## config.mk

```make
export PLATFORM = sky130hd
export DESIGN_NAME = vga_sync_recover
export DESIGN_NICKNAME = d
export VERILOG_FILES = /design/src/rtl/vga_sync_recover.sv
export SDC_FILE = /design/constraint.sdc
export NUM_CORES = 1
export LEC_CHECK = 0
export BUFFER_PORTS_ARGS = -buffer_cell sky130_fd_sc_hd__buf_2
export CORE_MARGIN = 1
export CORE_UTILIZATION = 28
export CTS_BUF_LIST = sky130_fd_sc_hd__clkbuf_4
export CTS_CLUSTER_SIZE = 10
export DETAILED_ROUTE_END_ITERATION = 10
export HOLD_SLACK_MARGIN = 0.12
export PLACE_DENSITY_LB_ADDON = 0.1
export SLEW_MARGIN = 10
export SYNTH_ARGS = -nofsm -noshare
export SYNTH_HDL_FRONTEND = slang
export SYNTH_SLANG_ARGS = --single-unit
export TNS_END_PERCENT = 10
```

## constraint.sdc

```tcl
create_clock -name clk -period 4.1 [get_ports clk]
set_clock_uncertainty 0.2 [all_clocks]
set_input_delay 1.025 -clock clk [delete_from_list [all_inputs] [get_ports clk]]
set_output_delay 1.025 -clock clk [all_outputs]
set_load 0.03 [all_outputs]
```

## src/rtl/vga_sync_recover.sv

```systemverilog
// Recovers hcount/vcount/blanking from raw VGA hsync/vsync, tracks lock and flags timing errors.
// Optional err_cnt output enabled by VGA_SYNC_RECOVER_ERRCNT_EN.
module vga_sync_recover #(
    parameter int unsigned H_ACTIVE     = 1024,
    parameter int unsigned H_TOTAL      = 1344,
    parameter int unsigned H_SYNC_START = 1048,
    parameter int unsigned H_SYNC_WIDTH = 136,
    parameter int unsigned V_ACTIVE     = 768,
    parameter int unsigned V_TOTAL      = 806,
    parameter int unsigned V_SYNC_START = 771,
    parameter int unsigned V_SYNC_WIDTH = 6,
    parameter int unsigned LOCK_LINES   = 4
) (
    input  logic        clk,
    input  logic        rst,
    input  logic        hsync_in,
    input  logic        vsync_in,
    output logic [10:0] hcount_out,
    output logic [10:0] vcount_out,
    output logic        hblnk_out,
    output logic        vblnk_out,
    output logic        hsync_out,
    output logic        vsync_out,
    output logic        locked,
    output logic        sync_err
`ifdef VGA_SYNC_RECOVER_ERRCNT_EN
    ,
    output logic [7:0]  err_cnt
`endif
);

    localparam int unsigned CW  = 11;
    localparam int unsigned GLW = $clog2(LOCK_LINES + 1);

    localparam logic [CW-1:0] H_ACT   = CW'(H_ACTIVE);
    localparam logic [CW-1:0] H_LAST  = CW'(H_TOTAL - 1);
    localparam logic [CW-1:0] H_SS    = CW'(H_SYNC_START);
    localparam logic [CW-1:0] H_SE    = CW'((H_SYNC_START + H_SYNC_WIDTH) % H_TOTAL);
    localparam logic [CW-1:0] H_ALIGN = CW'((H_SYNC_START + 1) % H_TOTAL);
    localparam logic [CW-1:0] V_ACT   = CW'(V_ACTIVE);
    localparam logic [CW-1:0] V_LAST  = CW'(V_TOTAL - 1);
    localparam logic [CW-1:0] V_SS    = CW'(V_SYNC_START);
    localparam logic [CW-1:0] V_SE    = CW'(V_SYNC_START + V_SYNC_WIDTH);
    localparam logic [GLW-1:0] GL_MAX = GLW'(LOCK_LINES);

    localparam logic [1:0] ST_SEARCH = 2'd0;
    localparam logic [1:0] ST_HTRACK = 2'd1;
    localparam logic [1:0] ST_LOCKED = 2'd2;

    logic           hs_q, hs_d, hs_dly_q, hs_dly_d;
    logic           vs_q, vs_d, vs_dly_q, vs_dly_d;
    logic           vld1_q, vld1_d, vld2_q, vld2_d;
    logic [1:0]     state_q, state_d;
    logic [CW-1:0]  h_cnt_q, h_cnt_d, v_cnt_q, v_cnt_d;
    logic [GLW-1:0] good_q, good_d;
    logic [CW-1:0]  hcount_q, hcount_d, vcount_q, vcount_d;
    logic           hblnk_q, hblnk_d, vblnk_q, vblnk_d;
    logic           hsync_q, hsync_d, vsync_q, vsync_d;
    logic           locked_q, locked_d, sync_err_q, sync_err_d;

    logic           h_rise, h_fall, v_rise, v_fall, h_wrap;
    logic           h_bad_rise, h_miss, h_bad_fall, v_bad_rise, v_bad_fall, v_outside;
    logic           err, load_v, lock_nxt;
    logic [CW-1:0]  h_next, v_next, v_cur;

    // Edges are only trusted once both pipeline stages hold post-reset samples.
    always_comb begin
        hs_d     = hsync_in;
        vs_d     = vsync_in;
        hs_dly_d = hs_q;
        vs_dly_d = vs_q;
        vld1_d   = 1'b1;
        vld2_d   = vld1_q;
        h_rise   = vld2_q & hs_q & ~hs_dly_q;
        h_fall   = vld2_q & ~hs_q & hs_dly_q;
        v_rise   = vld2_q & vs_q & ~vs_dly_q;
        v_fall   = vld2_q & ~vs_q & vs_dly_q;
        h_wrap   = (h_cnt_q == H_LAST);
        h_next   = h_wrap ? '0 : h_cnt_q + CW'(1);
        if (h_wrap) begin
            v_next = (v_cnt_q == V_LAST) ? '0 : v_cnt_q + CW'(1);
        end else begin
            v_next = v_cnt_q;
        end
        h_bad_rise = h_rise & (h_cnt_q != H_SS);
        h_miss     = (h_cnt_q == H_SS) & ~hs_q;
        h_bad_fall = h_fall & (h_cnt_q != H_SE);
        v_bad_rise = v_rise & ~((h_cnt_q == '0) & (v_cnt_q == V_SS));
        v_bad_fall = v_fall & ~((h_cnt_q == '0) & (v_cnt_q == V_SE));
        v_outside  = vs_q & ((v_cnt_q < V_SS) | (v_cnt_q >= V_SE));
    end

    // Lock FSM and recovered counters; h_cnt_q/v_cnt_q index the pixel held in hs_q/vs_q.
    always_comb begin
        state_d = state_q;
        h_cnt_d = h_cnt_q;
        v_cnt_d = v_cnt_q;
        good_d  = good_q;
        err     = 1'b0;
        load_v  = 1'b0;
        case (state_q)
            ST_SEARCH: begin
                h_cnt_d = '0;
                v_cnt_d = '0;
                if (h_rise) begin
                    h_cnt_d = H_ALIGN;
                    good_d  = '0;
                    state_d = ST_HTRACK;
                end
            end
            ST_HTRACK: begin
                h_cnt_d = h_next;
                v_cnt_d = v_next;
                if (h_bad_rise) begin
                    h_cnt_d = H_ALIGN;
                    good_d  = '0;
                end else if (h_fall) begin
                    if (h_cnt_q == H_SE) begin
                        good_d = (good_q == GL_MAX) ? good_q : good_q + GLW'(1);
                    end else begin
                        good_d = '0;
                    end
                end else if (h_miss) begin
                    good_d = '0;
                end
                if (!h_bad_rise && v_rise && (h_cnt_q == '0) && (good_q == GL_MAX)) begin
                    load_v  = 1'b1;
                    v_cnt_d = V_SS;
                    state_d = ST_LOCKED;
                end
            end
            ST_LOCKED: begin
                h_cnt_d = h_next;
                v_cnt_d = v_next;
                err = h_bad_rise | h_miss | h_bad_fall | v_bad_rise | v_bad_fall | v_outside;
                if (h_bad_rise) begin
                    h_cnt_d = H_ALIGN;
                    good_d  = '0;
                    state_d = ST_HTRACK;
                end else if (err) begin
                    state_d = ST_SEARCH;
                end
            end
            default: begin
                state_d = ST_SEARCH;
            end
        endcase
    end

    // Registered outputs, forced to the blanked idle pattern whenever not locked.
    always_comb begin
        lock_nxt   = (state_d == ST_LOCKED);
        v_cur      = load_v ? V_SS : v_cnt_q;
        hcount_d   = lock_nxt ? h_cnt_q : '0;
        vcount_d   = lock_nxt ? v_cur : '0;
        hblnk_d    = lock_nxt ? (h_cnt_q >= H_ACT) : 1'b1;
        vblnk_d    = lock_nxt ? (v_cur >= V_ACT) : 1'b1;
        hsync_d    = hs_q;
        vsync_d    = vs_q;
        locked_d   = lock_nxt;
        sync_err_d = err;
    end

    always_ff @(posedge clk) begin
        if (rst) begin
            hs_q       <= 1'b0;
            hs_dly_q   <= 1'b0;
            vs_q       <= 1'b0;
            vs_dly_q   <= 1'b0;
            vld1_q     <= 1'b0;
            vld2_q     <= 1'b0;
            state_q    <= ST_SEARCH;
            h_cnt_q    <= '0;
            v_cnt_q    <= '0;
            good_q     <= '0;
            hcount_q   <= '0;
            vcount_q   <= '0;
            hblnk_q    <= 1'b1;
            vblnk_q    <= 1'b1;
            hsync_q    <= 1'b0;
            vsync_q    <= 1'b0;
            locked_q   <= 1'b0;
            sync_err_q <= 1'b0;
        end else begin
            hs_q       <= hs_d;
            hs_dly_q   <= hs_dly_d;
            vs_q       <= vs_d;
            vs_dly_q   <= vs_dly_d;
            vld1_q     <= vld1_d;
            vld2_q     <= vld2_d;
            state_q    <= state_d;
            h_cnt_q    <= h_cnt_d;
            v_cnt_q    <= v_cnt_d;
            good_q     <= good_d;
            hcount_q   <= hcount_d;
            vcount_q   <= vcount_d;
            hblnk_q    <= hblnk_d;
            vblnk_q    <= vblnk_d;
            hsync_q    <= hsync_d;
            vsync_q    <= vsync_d;
            locked_q   <= locked_d;
            sync_err_q <= sync_err_d;
        end
    end

    assign hcount_out = hcount_q;
    assign vcount_out = vcount_q;
    assign hblnk_out  = hblnk_q;
    assign vblnk_out  = vblnk_q;
    assign hsync_out  = hsync_q;
    assign vsync_out  = vsync_q;
    assign locked     = locked_q;
    assign sync_err   = sync_err_q;

`ifdef VGA_SYNC_RECOVER_ERRCNT_EN
    logic [7:0] err_cnt_q, err_cnt_d;

    // Saturating count of sync_err pulses, cleared only by reset.
    always_comb begin
        err_cnt_d = err_cnt_q;
        if (sync_err_d && (err_cnt_q != 8'hFF)) begin
            err_cnt_d = err_cnt_q + 8'd1;
        end
    end

    always_ff @(posedge clk) begin
        if (rst) begin
            err_cnt_q <= '0;
        end else begin
            err_cnt_q <= err_cnt_d;
        end
    end

    assign err_cnt = err_cnt_q;
`endif

endmodule

```

After elaboration in Yosys (flattened, before gate mapping)
Cells that the tools add are included.
Storage, ports and cells
  input port bits: 4
  flip-flop bits (word level): 59
  output and inout bits: 28
  logic and storage cells: 106
Operators by class
  order comparisons: 4
  bitwise gates (word level): 30
  reductions and logical operators: 12
  eq/ne operators: 16
  $add $sub $neg: 3
  multiplexer cells: 25
Operators by type and width (count)
  11-bit 2-to-1 mux: 7
  11-bit by 10-bit equality test with 1-bit output (second input constant): 3
  11-bit equality test (second input constant): 3
  11-bit case mux with 3 select lines: 1
  11-bit by 1-bit adder with 11-bit output (second input constant): 2
  11-bit by 10-bit greater-or-equal comparator with 1-bit output (second input constant): 2
  11-bit != test (second input constant): 2
  11-bit case mux with 2 select lines: 1
  3-bit 2-to-1 mux: 7
  1-bit bitwise AND: 16
  11-bit greater-or-equal comparator (second input constant): 1
  11-bit zero test: 1
  11-bit by 10-bit < comparator with 1-bit output (second input constant): 1
  3-bit case mux with 3 select lines: 1
  2-bit 2-to-1 mux: 4
  1-bit NOT: 8
  1-bit bitwise OR: 6
  2-bit case mux with 3 select lines: 1
  2-bit OR reduction: 3
  5-bit != test (second input constant): 1
  5-bit AND reduction: 1
  2-bit equality test (second input constant): 2
  2-bit != test (second input constant): 2
  4-bit != test (second input constant): 1
  9 further kinds: 13

Logic depth before layout (Yosys ltp)
Gate-level depths: netlist of the first run.
  depth in word-level cells: 14
  depth in mapped cells: 10
  depth with buffers taken out: 9

Worst setup path before layout of the first run
No wires, ideal clock.
  kind: register to register
  from: register h_cnt_q[0]
  to: register hblnk_q (netlist: hblnk_out)
  period minus slack after synthesis: 2.840 ns
  library setup time: 0.127 ns
  required time: 3.773 ns
  data arrival time: 2.513 ns
  slack: 1.260 ns
  buffers on the path: 0
  stages on the path, launching flop included: 9
  cells stage by stage: dfxtp_1 inv_1 ha_1 or3b_4 or4_4 o31a_1 nor4_2 a22oi_2 or3_1
On the way
  cells in the longest elaborated chain, start to end: 13
  elaborated cells between the ends (all ways): 30
  classes of those cells: 1 x order compare; 4 x eq/ne; 4 x mux; 15 x bitwise; 6 x reduce/logical
Ends and longest elaborated chain
  start: declaration: RTL line 54  | logic [CW-1:0] h_cnt_q, h_cnt_d, v_cnt_q, v_cnt_d;
  start signal: assignment: RTL line 192  | h_cnt_q <= h_cnt_d;
  11-bit != test, or another cell as far along: RTL line 85  | h_bad_rise = h_rise & (h_cnt_q != H_SS);
  1-bit bitwise AND, on equally long branches: RTL line 85, 86, 88
  1-bit bitwise OR / 1-bit NOT (equally long branches): RTL line 135, 88
  1-bit bitwise OR / 1-bit bitwise AND (equally long branches): RTL line 135, 88
  1-bit bitwise OR (3 in a row): RTL line 135  | err = h_bad_rise | h_miss | h_bad_fall | v_bad_rise | v_bad_fall | v_outside;
  2-bit 2-to-1 mux: RTL line 140  | end else if (err) begin
  2-bit 2-to-1 mux: RTL line 136  | if (h_bad_rise) begin
  2-bit case mux with 3 select lines: RTL line 101  | case (state_q)
  2-bit equality test: RTL line 152  | lock_nxt = (state_d == ST_LOCKED);
  1-bit NOT (no line)
  2-bit OR reduction (no line)
  end signal: assignment: RTL line 197  | hblnk_q <= hblnk_d;
  end: declaration: RTL line 57  | logic hblnk_q, hblnk_d, vblnk_q, vblnk_d;
Parallel ways exist; a longest one is shown, timed or not.
A chain may end at the register's enable or synchronous reset.

Worst setup path in the final report of the first run
  from: register h_cnt_q[1]
  to: register hcount_q[2] (netlist: hcount_out[2])
On the way
  cells in the longest elaborated chain, start to end: 13
  elaborated cells between the ends (all ways): 29
  classes of those cells: 4 x eq/ne; 4 x mux; 15 x bitwise; 6 x reduce/logical
Ends and longest elaborated chain
  11-bit != test, or another cell as far along: RTL line 85
  1-bit bitwise AND, on equally long branches: RTL line 85, 86, 88
  1-bit bitwise OR / 1-bit NOT (equally long branches): RTL line 135, 88
  1-bit bitwise OR / 1-bit bitwise AND (equally long branches): RTL line 135, 88
  1-bit bitwise OR (3 in a row): RTL line 135
  2-bit 2-to-1 mux: RTL line 140
  2-bit 2-to-1 mux: RTL line 136
  2-bit case mux with 3 select lines (*): RTL line 101
  2-bit equality test (*): RTL line 152
  1-bit NOT (no line) (*)
  2-bit OR reduction (no line) (*)
  end signal: assignment: RTL line 195  | hcount_q <= hcount_d;
  end: declaration: RTL line 56  | logic [CW-1:0] hcount_q, hcount_d, vcount_q, vcount_d;
Every way passes the cells marked *; elsewhere a longest branch is shown, timed or not.

==> impl_results.md, run 1 <==
- Final Max Slew Viols: 0
- Latest clock arrival within the worst-skew pair: 0.43 ns
- Vias in the first global route: 2377
- Port bufs: 31
- Post-synth ARST share: 0
- Num Clock Sinks: 59
- Worst path top cell family by delay: simple AND/OR/NAND/NOR gates
- Crit path time final: 3.48 ns
- Post-DP HPWL: 5420 um
- Yosys cell types: 56
- Achievable Freq: 0.288 GHz
- Reg2Reg Depth: 9
- Number of vias per cell: 5.07
- Relative slew slack: 0.372
- Post-layout util: 0.330
- Critical Path End: hcount_out[2]$_SDFF_PP0_
- Die area: 10700 um^2
- First-pass GRT wire length: 12700 um
- # H-tree levels: 3
- Leak: 1.21 nW
- Crit-path slowest cell: a22oi_2
- Worst path max stage delay: 0.76 ns
- Die H: 103 um
- Cell area after synthesis: 2870 um^2
- Num rows: 36
- CP required: 4.21 ns
- Cells after synthesis: 332
- Hold Vio Cnt, Final: 0
- Critical path type: register to register
- Mean Syn Cell Area: 8.65 um^2
- Setup crit start: h_cnt_q[1]$_SDFFE_PP0P_
- DRT Pass-1 Iters: 4
- CTS max path bufs: 2
- Layout area overhead: 13.2%
- P per Cell Area: 303 nW/um^2
- DRT iter0 DRCs: 142
- Seq/Total Area, Yosys: 0.411
- Initial Util: 0.291
- Wire per inst: 15.2 um
- Reg2Reg Launch Point: h_cnt_q[1]$_SDFFE_PP0P_
- Post-CTS setup buffers: 0
- Setup slack, reg-to-reg: 0.62 ns
- Routed wire length: 7640 um
- Core Area: 9860 um^2
- Clk slew on worst S/H paths: 0.12 ns
- EDFF count, synth: 0
- Crit path depth: 9
- CTS tree: done
- Worst slew pin tran: 0.942 ns
- Top_reg_cell synth: dfxtp_1
- Startpoint Class: register
- CP bufs+invs: 2
- Routed Antenna Nets: 0
- Pin count of the biggest net entering global routing: 24
- Most frequent CP cell: nor3_2
- Initial antenna violation count: 0
- RSZ-0062 raised after global routing: no
- Setup Viol. Count Final: 0
- CP Data Arrival Time: 3.58 ns
- Yosys warns: 0
- Critical Path Sink Type: register
- PostCTS Resize Cnt: 0
- Number of CTS-inserted buffers: 9
- Status: finished clean
- DRC violations left: 0
- Final period util: 0.848
- Gr usage total: 0.159
- Routed vias: 2546
- Crit-path cells: inv_1 > ha_1 > or3b_4 > nor3_2 > mux2i_1 > nor3_2 > a22oi_2 > inv_2 > and3_1
- Num ports: 32
- Layout net count: 378
- Worst hold start: vld1_q$_DFF_P_
- Die Width: 103 um
- Synth Register Bits: 59
- Peak supply drop: 0.0000961 V
- Ant diodes: 0
- Max Fanout on Critical Path: 16
- Hold Crit Class: register to register
- CTS Hold Bufs: 0
- FF-to-FF End: hcount_out[2]$_SDFF_PP0_
- Gpl congestion: 0.873
- Root buffer cell: clkbuf_4
- Global route total overflow: 0
- Share of cells above drive strength 1: 0.184
- Max_cap viols: 0
- Syn_nets: 346
- Setup TNS: 0 ns
==> through the flow <==
step	worst slack [ns]	instance area [um^2]	std cells	total power [mW]	hold WS [ns]
4_1_cts	0.604	3250	502	1.00	0.249
3_5_place_dp	0.656	3140	486	0.643	0.225
6_report	0.623	3250	502	0.984	0.241
2_1_floorplan	1.26	2870	332	0.628	0.214
3_3_place_gp	0.765	3140	486	0.643	0.222
5_1_grt	0.397	3250	502	1.04	0.262
==> layout make-up <==
type / count / area (um^2)
Clock buffer: 10 / 75.1
Clock inverter: 6 / 32.5
Multi-Input combinational cell: 243 / 1560
Fill cell: 1024 / 6610
Inverter: 18 / 67.6
Tap cell: 133 / 166
Sequential cell: 59 / 1180
Timing Repair Buffer: 33 / 170
==> power breakdown <==
group	internal [mW]	leakage (nW)	switching [mW]	total, mW
clock	0.125	0.0573	0.229	0.354
sequential	0.578	0.477	0.00568	0.583
combinational	0.0158	0.674	0.0307	0.0465
==> cell families after synthesis <==
| family | after synthesis | synth area share |
|---|---|---|
| xor gates and xnor gates | 1 | 0.00305 |
| DFF | 59 | 0.411 |
| adders and majority gates | 10 | 0.0436 |
| AOI/OAI and AO/OA | 85 | 0.189 |
| muxes | 1 | 0.00349 |
| and+or+nand+nor | 146 | 0.304 |
| buffers and inverters | 30 | 0.0462 |
==> layer usage <==
| metal | share of wire | vias to the layer above | global-route usage |
|---|---|---|---|
| li1 | - | 1287 | - |
| met1 | 0.51 | 1201 | 0.222 |
| met2 | 0.43 | 51 | 0.233 |
| met3 | 0.046 | 7 | 0.0477 |
| met4 | 0.0098 | 0 | 0.0509 |
| met5 | 0 | - | 0 |
==> placed cells by master (no fill, tap or decap), types with 6 or more instances in the layout <==
cell      netlist  final
dfxtp_1        59     59
buf_2           1     31
nand2_1        27     27
o21ai_0        26     26
nor2_1         20     20
a21oi_1        20     20
inv_1          17     17
and3_1         14     14
nor3_2         11     11
nor3_1         10     10
nand3_1        10     10
ha_1           10     10
clkbuf_4        0     10
nor2b_1         9      9
nand3b_1        6      6
a31oi_1         6      6
==> cells in the mapped netlist, types with 2 or more instances <==
cell	number	share of area
nor3_2	11	0.038
o211ai_1	3	0.0078
nand3_1	10	0.017
nand4_1	5	0.011
a21oi_1	20	0.035
inv_1	17	0.022
nor4_1	5	0.011
o21ai_0	26	0.045
nand3b_1	6	0.016
clkbuf_1	8	0.010
nand4bb_1	2	0.0078
a31oi_1	6	0.013
a22o_1	4	0.012
nor2b_1	9	0.020
or2_2	2	0.0044
a32o_1	2	0.0070
ha_1	10	0.044
and2_1	2	0.0044
nand2b_1	3	0.0065
o21a_1	2	0.0052
or4_1	4	0.010
or3b_2	2	0.0061
o31ai_1	3	0.0078
a211oi_1	4	0.010
or3_1	5	0.011
and3_1	14	0.030
a41oi_1	4	0.012
nor2_1	20	0.026
nand2_1	27	0.035
dfxtp_1	59	0.41
buf_6	2	0.0078
or4_4	2	0.0078
nor3_1	10	0.017
==> worst reg2reg max path, cell delays in order (launching register included) <==
cell and delay [ns]:
dfxtp_1 0.37, inv_1 0.11, ha_1 0.16, or3b_4 0.41, nor3_2 0.39, mux2i_1 0.32, nor3_2 0.11, a22oi_2 0.76
inv_2 0.27, and3_1 0.25
==> how the worst min path moves through the flow <==
| stage | to | cells past startpoint | slack (ns) |
|---|---|---|---|
| after floorplan | vld2_q$_SDFF_PP0_ | 1 | 0.21 |
| after global placement | vld2_q$_SDFF_PP0_ | 1 | 0.22 |
| after detailed placement | vld2_q$_SDFF_PP0_ | 1 | 0.22 |
| after CTS | vld2_q$_SDFF_PP0_ | 1 | 0.25 |
| after global routing | vld2_q$_SDFF_PP0_ | 1 | 0.26 |
| final | vld2_q$_SDFF_PP0_ | 1 | 0.24 |
==> sequential cells by signal (all words and copies together) (netlist names), 2 cells and up <==
name,flops
v_cnt_q,11
vcount_out,11
h_cnt_q,11
state_q,2
hcount_out,11
good_q,3
Note: power is estimated with default switching activity, not from simulation.
==> run 2, diff against run 1 <==
==> constraint.sdc (replaced) <==
create_clock -name clk -period 2.9 [get_ports clk]
set_clock_uncertainty 0.2 [all_clocks]
set_input_delay 0.725 -clock clk [delete_from_list [all_inputs] [get_ports clk]]
set_output_delay 0.725 -clock clk [all_outputs]
set_load 0.03 [all_outputs]
==> impl_results.md, run 2 (synthesis results as in run 1) <==
- CTS max path bufs: 2
- Grt peak-use layer: met2
- Gr usage total: 0.163
- Post-Layout Inst Area: 3730 um^2
- Most frequent cells in the layout: dfxtp_1 (57), buf_4 (39), buf_2 (31), nand2_1 (27), o21ai_0 (26)
- Die Width: 103 um
- Clk slew on worst S/H paths: 0.11 ns
- Hold Crit Class: register to register
- Wire per inst: 15.4 um
- Num rows: 36
- Relative slew slack: 0.654
- GR Util met3: 0.0410
- DRT Pass-1 Iters: 4
- Crit path time final: 2.91 ns
- Max_cap viols: 0
- Final setup margin: -0.00787 ns
- Share of cells above drive strength 1: 0.320
- Final period util: 1.00
- Num Clock Sinks: 59
- Core Area: 9860 um^2
- Multi-input gate area in the final layout: 1700 um^2
- Latest clock arrival within the worst-skew pair: 0.41 ns
- Worst slew pin tran: 0.518 ns
- Max Fanout on Critical Path: 5
- CP required: 3.01 ns
- Routed vias: 2694
- Hold Vio Cnt, Final: 0
- Critical Path Sink Type: register
- Gpl congestion: 0.862
- Port bufs: 31
- Met1 GRT Util: 0.231
- Number of CTS-inserted buffers: 9
- Die area: 10700 um^2
- Peak supply drop: 0.000170 V
- Num ports: 32
- Post-DP HPWL: 5880 um
- CTS Hold Bufs: 0
- Reg2Reg Depth: 7
- Routed wire length: 8360 um
- Startpoint Class: register
- RSZ-0062 raised after global routing: yes
- Placed cell areas: 3400 um^2
- DRT iter0 DRCs: 190
- Layout area overhead: 29.8%
- Worst hold slack: 0.269 ns
- Fill cell count: 1000
- Number of vias per cell: 4.96
- Initial antenna violation count: 0
- Achievable Freq: 0.344 GHz
- Routed Antenna Nets: 0
- Initial Util: 0.291
- Failing checks: negative setup slack
- CTS tree: done
- Leak: 1.44 nW
- Commonest non-fill, non-tap cell in the layout: dfxtp_1
- Pin count of the biggest net entering global routing: 14
- Grt met2 use: 0.245
- CP Data Arrival Time: 3.01 ns
- Critical path type: register to register
- Root buffer cell: clkbuf_4
- # H-tree levels: 3
- Status: finished with violations
- Die H: 103 um
- Setup Viol. Count Final: 1
- Global route total overflow: 0
- Layout net count: 420
- P per Cell Area: 379 nW/um^2
- Register Area: 1180 um^2
- Vias in the first global route: 2439
- DRC violations left: 0
- Ant diodes: 0
- Hold depth: 1
- Final Max Slew Viols: 0
- First-pass GRT wire length: 12900 um
-- run 2: cell types whose count changed in the layout (fill, tap and decap cells not counted), sizes merged --
| cell | change |
|---|---|
| clkbuf | -1 |
| clkinvlp | +1 |
| buf | +41 |
-- run 2: path summary, 6_finish.rpt --
| path | start | end | slack, ns |
|---|---|---|---|
| setup reg to reg | h_cnt_q[5]$_SDFFE_PP0P_ | hblnk_out$_SDFF_PP1_ | -0.008 |
| hold / removal | vld1_q$_DFF_P_ | vld2_q$_SDFF_PP0_ | 0.27 |
| hold reg to reg | vld1_q$_DFF_P_ | vld2_q$_SDFF_PP0_ | 0.27 |
| setup / recovery | h_cnt_q[5]$_SDFFE_PP0P_ | hblnk_out$_SDFF_PP1_ | -0.008 |
-- run 2: final cells by class --
cell class,instances,area share
inverter,18,0.0188
multi-input combinational,243,0.455
tap,133,0.0446
timing repair buffer,74,0.135
clock inverter,6,0.00906
timing repair inverter,1,0.00201
sequential,59,0.317
clock buffer,9,0.0181
-- run 2: power by group --
part	leakage, nW	internal (mW)	switching, mW
logic	0.906	0.0465	0.0604
registers	0.478	0.817	0.00642
clock network	0.0550	0.164	0.320
total	1.44	1.03	0.387
-- run 2: routing by layer --
| layer | vias up | share of wire | routed length [um] |
|---|---|---|---|
| met4 | 0 | 0.0093 | 78 |
| met5 | - | 0 | 0 |
| li1 | 1373 | - | - |
| met2 | 58 | 0.43 | 3630 |
| met3 | 8 | 0.042 | 349 |
| met1 | 1255 | 0.51 | 4300 |
-- run 2: worst max-delay path: stages, from the launching register on --
cell	delay (ns)
dfxtp_1	0.32
or4_4	0.57
or4_4	0.58
o31a_1	0.27
nor4_2	0.17
a22oi_2	0.19
buf_4	0.17
or3_1	0.34
-- run 2: what timing repair did --
action	CTS	global route
gates resized for setup	2	33
buffers inserted	0	7
endpoints found under the setup margin	11	33
pin swaps	0	11
gates cloned	0	3
-- run 2: metrics by stage --
step | std cells | power [mW] | util | setup slack (ns) | setup TNS (ns)
after floorplan | 332 | 0.888 | - | 0.0603 | 0
after global placement | 518 | 0.929 | 0.344 | -0.00449 | -0.00449
after detailed placement | 518 | 0.928 | 0.344 | 0.0163 | 0
after CTS | 533 | 1.42 | 0.355 | 0.00494 | 0
after global routing | 543 | 1.49 | 0.378 | -0.0669 | -0.317
final | 543 | 1.41 | 0.378 | -0.00787 | -0.00787
